$ cat src/rtl/r1024x8_fifo_pkg.sv
// Shared sizing and types for the r1024x8 FIFO controller.
// The controller and its output buffer both import this package.
package r1024x8_fifo_pkg;

    localparam int ADDR_W = 10;
    localparam int DATA_W = 8;
    localparam int DEPTH  = 2 ** ADDR_W;

    typedef logic [ADDR_W-1:0] addr_t;
    typedef logic [DATA_W-1:0] data_t;
    typedef logic [ADDR_W:0]   cnt_t;

endpackage

$ cat src/rtl/r1024x8_fifo_obuf.sv
// Two-entry in-order output buffer holding words returned by the RAM.
// A load and a pop in the same cycle shift the buffer and fill it at once.
module r1024x8_fifo_obuf
    import r1024x8_fifo_pkg::*;
(
    input  logic              Clk,
    input  logic              Rst_n,
    input  logic              clear,
    input  logic              load,
    input  logic [DATA_W-1:0] load_data,
    input  logic              pop,
    output logic [1:0]        ob_cnt,
    output logic [DATA_W-1:0] head
);

    data_t      entry0;
    data_t      entry1;
    logic [1:0] cnt;

    // NOTE: the entries are reset along with the count so that PopData reads 0
    // after reset or flush instead of stale data.
    always_ff @(posedge Clk or negedge Rst_n) begin
        if (!Rst_n) begin
            entry0 <= '0;
            entry1 <= '0;
            cnt    <= 2'd0;
        end else if (clear) begin
            entry0 <= '0;
            entry1 <= '0;
            cnt    <= 2'd0;
        end else begin
            case ({load, pop})
                2'b01: begin
                    entry0 <= entry1;
                    cnt    <= cnt - 2'd1;
                end
                2'b10: begin
                    if (cnt == 2'd0) entry0 <= load_data;
                    else             entry1 <= load_data;
                    cnt <= cnt + 2'd1;
                end
                2'b11: begin
                    // Occupancy is unchanged; the incoming word goes behind the survivor.
                    if (cnt == 2'd2) begin
                        entry0 <= entry1;
                        entry1 <= load_data;
                    end else begin
                        entry0 <= load_data;
                    end
                end
                default: ;
            endcase
        end
    end

    assign ob_cnt = cnt;
    assign head   = entry0;

endmodule

$ cat src/rtl/r1024x8_fifo_ctl.sv
// FIFO controller in front of the r1024x8 dual-port RAM with a first-word-fall-through output.
// Define R1024X8_FIFO_LOWLAT_EN to bypass RAM read data straight to PopData when the buffer is empty.
module r1024x8_fifo_ctl
    import r1024x8_fifo_pkg::*;
#(
    parameter int AFULL_TH  = 1020,
    parameter int AEMPTY_TH = 4
) (
    input  logic              Clk,
    input  logic              Rst_n,
    input  logic              Flush,
    input  logic              Push,
    input  logic [DATA_W-1:0] PushData,
    input  logic              Pop,
    output logic [DATA_W-1:0] PopData,
    output logic              Valid,
    output logic              Full,
    output logic              Empty,
    output logic              AFull,
    output logic              AEmpty,
    output logic [ADDR_W:0]   Count,
    output logic              Overflow,
    output logic              Underflow,
    output logic [ADDR_W-1:0] Ram_WA,
    output logic [DATA_W-1:0] Ram_WD,
    output logic              Ram_WEN,
    output logic [ADDR_W-1:0] Ram_RA,
    output logic              Ram_RClk_En,
    input  logic [DATA_W-1:0] Ram_RD
);

    addr_t      wr_ptr, rd_ptr;
    cnt_t       ram_cnt, cnt_q, cnt_nxt;
    logic       inflight;
    logic       full_q, empty_q, afull_q, aempty_q, ovf_q, unf_q;
    logic [1:0] ob_cnt;
    data_t      ob_head;
    logic       wr_acc, pop_acc, issue, bypass, ob_load, ob_pop;
    logic [2:0] pending;

`ifdef R1024X8_FIFO_LOWLAT_EN
    assign bypass = (ob_cnt == 2'd0) & inflight;
`else
    assign bypass = 1'b0;
`endif

    assign wr_acc  = Push & ~full_q & ~Flush;
    assign Valid   = (ob_cnt != 2'd0) | bypass;
    assign PopData = bypass ? Ram_RD : ob_head;
    assign pop_acc = Pop & Valid & ~Flush;

    // Words the buffer will have to absorb next cycle; keep it at most 2.
    assign pending = {1'b0, ob_cnt} + {2'b00, inflight} - {2'b00, pop_acc};
    assign issue   = (ram_cnt != '0) & (pending < 3'd2) & ~Flush;

    // A bypassed word popped in its return cycle never enters the buffer.
    assign ob_load = inflight & ~(bypass & pop_acc);
    assign ob_pop  = pop_acc & ~bypass;

    assign cnt_nxt = cnt_q + cnt_t'(wr_acc) - cnt_t'(pop_acc);

    // NOTE: every register here uses non-blocking assignment so all state updates
    // see pre-edge values, matching the combinational decode above.
    always_ff @(posedge Clk or negedge Rst_n) begin
        if (!Rst_n) begin
            wr_ptr   <= '0;
            rd_ptr   <= '0;
            ram_cnt  <= '0;
            inflight <= 1'b0;
            cnt_q    <= '0;
            full_q   <= 1'b0;
            empty_q  <= 1'b1;
            afull_q  <= 1'b0;
            aempty_q <= 1'b1;
            ovf_q    <= 1'b0;
            unf_q    <= 1'b0;
        end else if (Flush) begin
            wr_ptr   <= '0;
            rd_ptr   <= '0;
            ram_cnt  <= '0;
            inflight <= 1'b0;
            cnt_q    <= '0;
            full_q   <= 1'b0;
            empty_q  <= 1'b1;
            afull_q  <= 1'b0;
            aempty_q <= 1'b1;
            ovf_q    <= 1'b0;
            unf_q    <= 1'b0;
        end else begin
            if (wr_acc) wr_ptr <= wr_ptr + 1'b1;
            if (issue)  rd_ptr <= rd_ptr + 1'b1;
            ram_cnt  <= ram_cnt + cnt_t'(wr_acc) - cnt_t'(issue);
            inflight <= issue;
            cnt_q    <= cnt_nxt;
            full_q   <= (cnt_nxt == cnt_t'(DEPTH));
            empty_q  <= (cnt_nxt == '0);
            afull_q  <= (cnt_nxt >= cnt_t'(AFULL_TH));
            aempty_q <= (cnt_nxt <= cnt_t'(AEMPTY_TH));
            ovf_q    <= ovf_q | (Push & full_q);
            unf_q    <= unf_q | (Pop & ~Valid);
        end
    end

    r1024x8_fifo_obuf u_obuf (
        .Clk       (Clk),
        .Rst_n     (Rst_n),
        .clear     (Flush),
        .load      (ob_load),
        .load_data (Ram_RD),
        .pop       (ob_pop),
        .ob_cnt    (ob_cnt),
        .head      (ob_head)
    );

    assign Full        = full_q;
    assign Empty       = empty_q;
    assign AFull       = afull_q;
    assign AEmpty      = aempty_q;
    assign Count       = cnt_q;
    assign Overflow    = ovf_q;
    assign Underflow   = unf_q;
    assign Ram_WA      = wr_ptr;
    assign Ram_WD      = PushData;
    assign Ram_WEN     = wr_acc;
    assign Ram_RA      = rd_ptr;
    assign Ram_RClk_En = issue;

endmodule

$ cat config.mk
export PLATFORM = sky130hd
export DESIGN_NAME = r1024x8_fifo_ctl
export DESIGN_NICKNAME = d
export VERILOG_FILES = /design/src/rtl/r1024x8_fifo_pkg.sv /design/src/rtl/r1024x8_fifo_obuf.sv /design/src/rtl/r1024x8_fifo_ctl.sv
export SDC_FILE = /design/constraint.sdc
export NUM_CORES = 1
export LEC_CHECK = 0
export ABC_AREA = 1
export BUFFER_PORTS_ARGS = -buffer_cell sky130_fd_sc_hd__buf_2
export CAP_MARGIN = 20
export CORE_UTILIZATION = 44
export CTS_CLUSTER_DIAMETER = 50
export DETAILED_ROUTE_END_ITERATION = 8
export PLACE_DENSITY = 0.72
export SETUP_SLACK_MARGIN = 0.2
export SYNTH_ARGS = -nofsm -noshare
export SYNTH_HDL_FRONTEND = slang
export SYNTH_HIERARCHICAL = 1
export SYNTH_SLANG_ARGS = --single-unit
$ cat constraint.sdc
create_clock -name Clk -period 5.6 [get_ports Clk]
set_input_delay 0.28 -clock Clk [delete_from_list [all_inputs] [get_ports Clk]]
set_output_delay 0.28 -clock Clk [all_outputs]
set_load 0.01 [all_outputs]
==> run_results.csv <==
group,metric,value,unit
outcome,status,"completed",
grt,grt_start_max_net_pins,68,
critical_path,worst_path_most_repeated_cell,"nand2_1",
critical_path,crit_required,5840,ps
sta,slew_headroom,0.436,
finish,stdcell_count,793,
sta,fin_crit_sh,0.778,
sta,hold_viol,0,
critical_path,rr_worst_depth,27,
placement,place_ws,1280,ps
floorplan,die_y,102,um
floorplan,core,0.00977,sq mm
critical_path,cp_num_buf_inv,6,
detailed_routing,wl_met2,4590,um
sta,fin_setup_tns,0,ps
placement,place_congestion,0.960,
sta,fmax,230,MHz
grt,grt_pass1_wl,16500,um
critical_path,r2r_setup_slack,1240,ps
cts,post_cts_buffers,0,
detailed_routing,wirelength,9820,um
logic_synthesis,yosysSeqAreaShare,0.380,
detailed_routing,drc,0,
detailed_routing,viasPerCell,4.99,
cts,ctsHoldBuffers,0,
grt,grt_usage,0.202,
floorplan,ioPinCount,77,
finish,area_delta_synth_final,13.4,%
logic_synthesis,synth_seq_cells,67,
cts,clock-sinks,67,
cts,cts_resized,0,
logic_synthesis,syn_inst,597,
critical_path,critPathMaxStageDelay,510,ps
placement,place_inst,777,
cts,ctsRootBufferMaster,"clkbuf_8",
logic_synthesis,syn_nets,651,
sta,rsz0062_at_grt,"false",
placement,port_buffers,60,
finish,layout_commonest_cell,"nand2_1",
critical_path,startpoint,"u_obuf/ob_cnt[1]",
critical_path,r2r_start,"u_obuf/ob_cnt[1]",
power_and_ir_drop,peakVddDrop,248,uV
detailed_routing,avgRoutedWirePerCell,12.4,um
critical_path,cp.arrival,4590,ps
floorplan,die_x,102,um
cts,clk_pin_slew,80,ps
grt,grt_pass1_vias,3581,
sta,period_needed,4360,ps
finish,fillers,931,
critical_path,cp_top_family,"adder cells",
finish,final_layout_size_suffix_gt1_frac,0.176,
critical_path,path_max_fanout,8,
critical_path,worstSetupPathType,"reg2reg",
floorplan,die_area,0.0105,sq mm
cts,cts_tree,"done",
cts,clkLatencyLatePin,350,ps
cts,cts_htree_levels,3,
power_and_ir_drop,p_total,2.76,mW
detailed_routing,ant_nets,0,
grt,antenna_found_initial,0,
detailed_routing,route.met3.wl,496,um
detailed_routing,dr_total_vias,3956,
hold_path,min_path_type,"in2async",
sta,setup_ws,1240,ps
run,maxCapViolations,0,
detailed_routing,top_layer_used,"met4",
finish,diodes,0,
critical_path,rr_endpoint,"ram_cnt[8]",
detailed_routing,drt_first_pass_iters,5,
detailed_routing,drt_iter0_markers,186,
sta,drv_slew,0,
detailed_routing,wl_met1,4600,um
logic_synthesis,yosys_warnings,6,
sta,setup_violations,0,
finish,final_nets,709,
logic_synthesis,synth_area,0.00442,sq mm
logic_synthesis,ys_types,35,
logic_synthesis,synth_area_per_cell,7.41,sq um
floorplan,start_util,0.453,
cts,clockBufferDepth,2,
placement,hpwl,7450,um
critical_path,cpMaxStageDelayCell,"dfrtp_1",
critical_path,cp-end-kind,"register",
sta,worstMarginPinSlew,847,ps
finish,finish.utilization,0.513,
critical_path,crit_end,"ram_cnt[8]",
cts,cts_buffers,9,
floorplan,fp-row-count,36,
grt,grt-ovfl-total,0,
power_and_ir_drop,p_leak,2.70,nW
critical_path,crit_cells,27,
sta,skew,7.17,ps
power_and_ir_drop,powerDensity,550,mW/mm^2
critical_path,start_kind,"register",
finish,layout_common_cells,"nand2_1 (143), inv_1 (96), dfrtp_1 (65), buf_2 (60), nand3_1 (54)",
## worst reg2reg max path: stages (launching register included)
cell and delay (ps):
dfrtp_1 510, inv_1 90, nand2_1 90, nand3_1 150, inv_1 150, nand2_1 90, nand2_1 60, nand2_1 60
fa_1 490, o21ai_0 80, a21oi_1 150, o21ai_2 110, nor2_1 320, ha_1 300, inv_1 60, ha_1 150
inv_1 80, fa_1 400, inv_1 100, nand3_1 70, nand2_1 100, inv_1 40, o21ai_0 260, nand3_1 110
nand2_1 90, nand2_1 50, nand2_1 60, nor2_1 40
## registers in the layout, indices dropped and copies added (netlist names)
name	flops
u_obuf/entry1	8
Overflow	1
AEmpty	1
u_obuf/ob_cnt	2
Empty	1
AFull	1
Ram_WA	10
Full	1
Underflow	1
ram_cnt	11
inflight	1
Ram_RA	10
u_obuf/head	8
Count	11
## power by group
part	internal [mW]	switching, mW	leakage, nW
combinational	0.579	1.08	1.70
clock	0.218	0.193	0.102
sequential	0.599	0.0861	0.895
total	1.39	1.36	2.70
## stage by stage
step | area [sq um] | hold slack, ps
floorplan | 4420 | -15.6
global placement | 4810 | 474
detailed placement | 4810 | 481
CTS | 5010 | 157
global route | 5010 | 194
finish | 5010 | 104
## per-layer routing
layer / vias to the layer above / track usage
met5: - / 0
met3: 13 / 0.0445
met2: 101 / 0.317
li1: 2028 / -
met1: 1814 / 0.281
met4: 0 / 0.0582
## cell families after synthesis
logic type,after synthesis,share of synthesized area
AO/OA/AOI/OAI,69,0.0857
XOR/XNOR,5,0.00990
adder cells (fa/ha/maj),33,0.0984
buffers and inverters,116,0.108
flip-flops,67,0.380
AND/OR/NAND/NOR,307,0.319
## Yosys cell counts, drive strengths merged
cell	instances	share of area
nand2	161	0.15
inv	100	0.085
dfrtp	65	0.37
nand3	56	0.066
nor2	53	0.052
o21ai	33	0.039
ha	30	0.085
a21oi	29	0.035
nand4	16	0.023
nor3	14	0.017
buf	12	0.020
clkbuf	4	0.0034
a31oi	3	0.0042
fa	3	0.014
nand3b	3	0.0051
xnor2	3	0.0059
dfstp	2	0.012
nor4	2	0.0028
o21bai	2	0.0034
or2	2	0.0028
xor2	2	0.0040
o31ai	1	0.0017
o41ai	1	0.0020
## worst min path at each step
stage | from | end | slack (ps) | cells past startpoint
after floorplan | Rst_n | AFull | -20 | 0
after global placement | Overflow | Overflow | 470 | 2
after detailed placement | Ram_RA[8] | Ram_RA[8] | 480 | 1
after CTS | Rst_n | u_obuf/entry1[4] | 160 | 2
after global routing | Rst_n | u_obuf/entry1[1] | 190 | 2
final | Rst_n | u_obuf/entry1[4] | 100 | 2
## final cells by class
cell class                 instances  area (sq um)  share of cell area
multi-input combinational        414          2270               0.452
tap                              133           166              0.0332
clock buffer                      10           138              0.0275
timing repair buffer              63           323              0.0644
clock inverter                     6          65.1              0.0130
inverter                         100           375              0.0749
sequential                        67          1680               0.335
No activity file was read; power rests on OpenSTA's default activity.
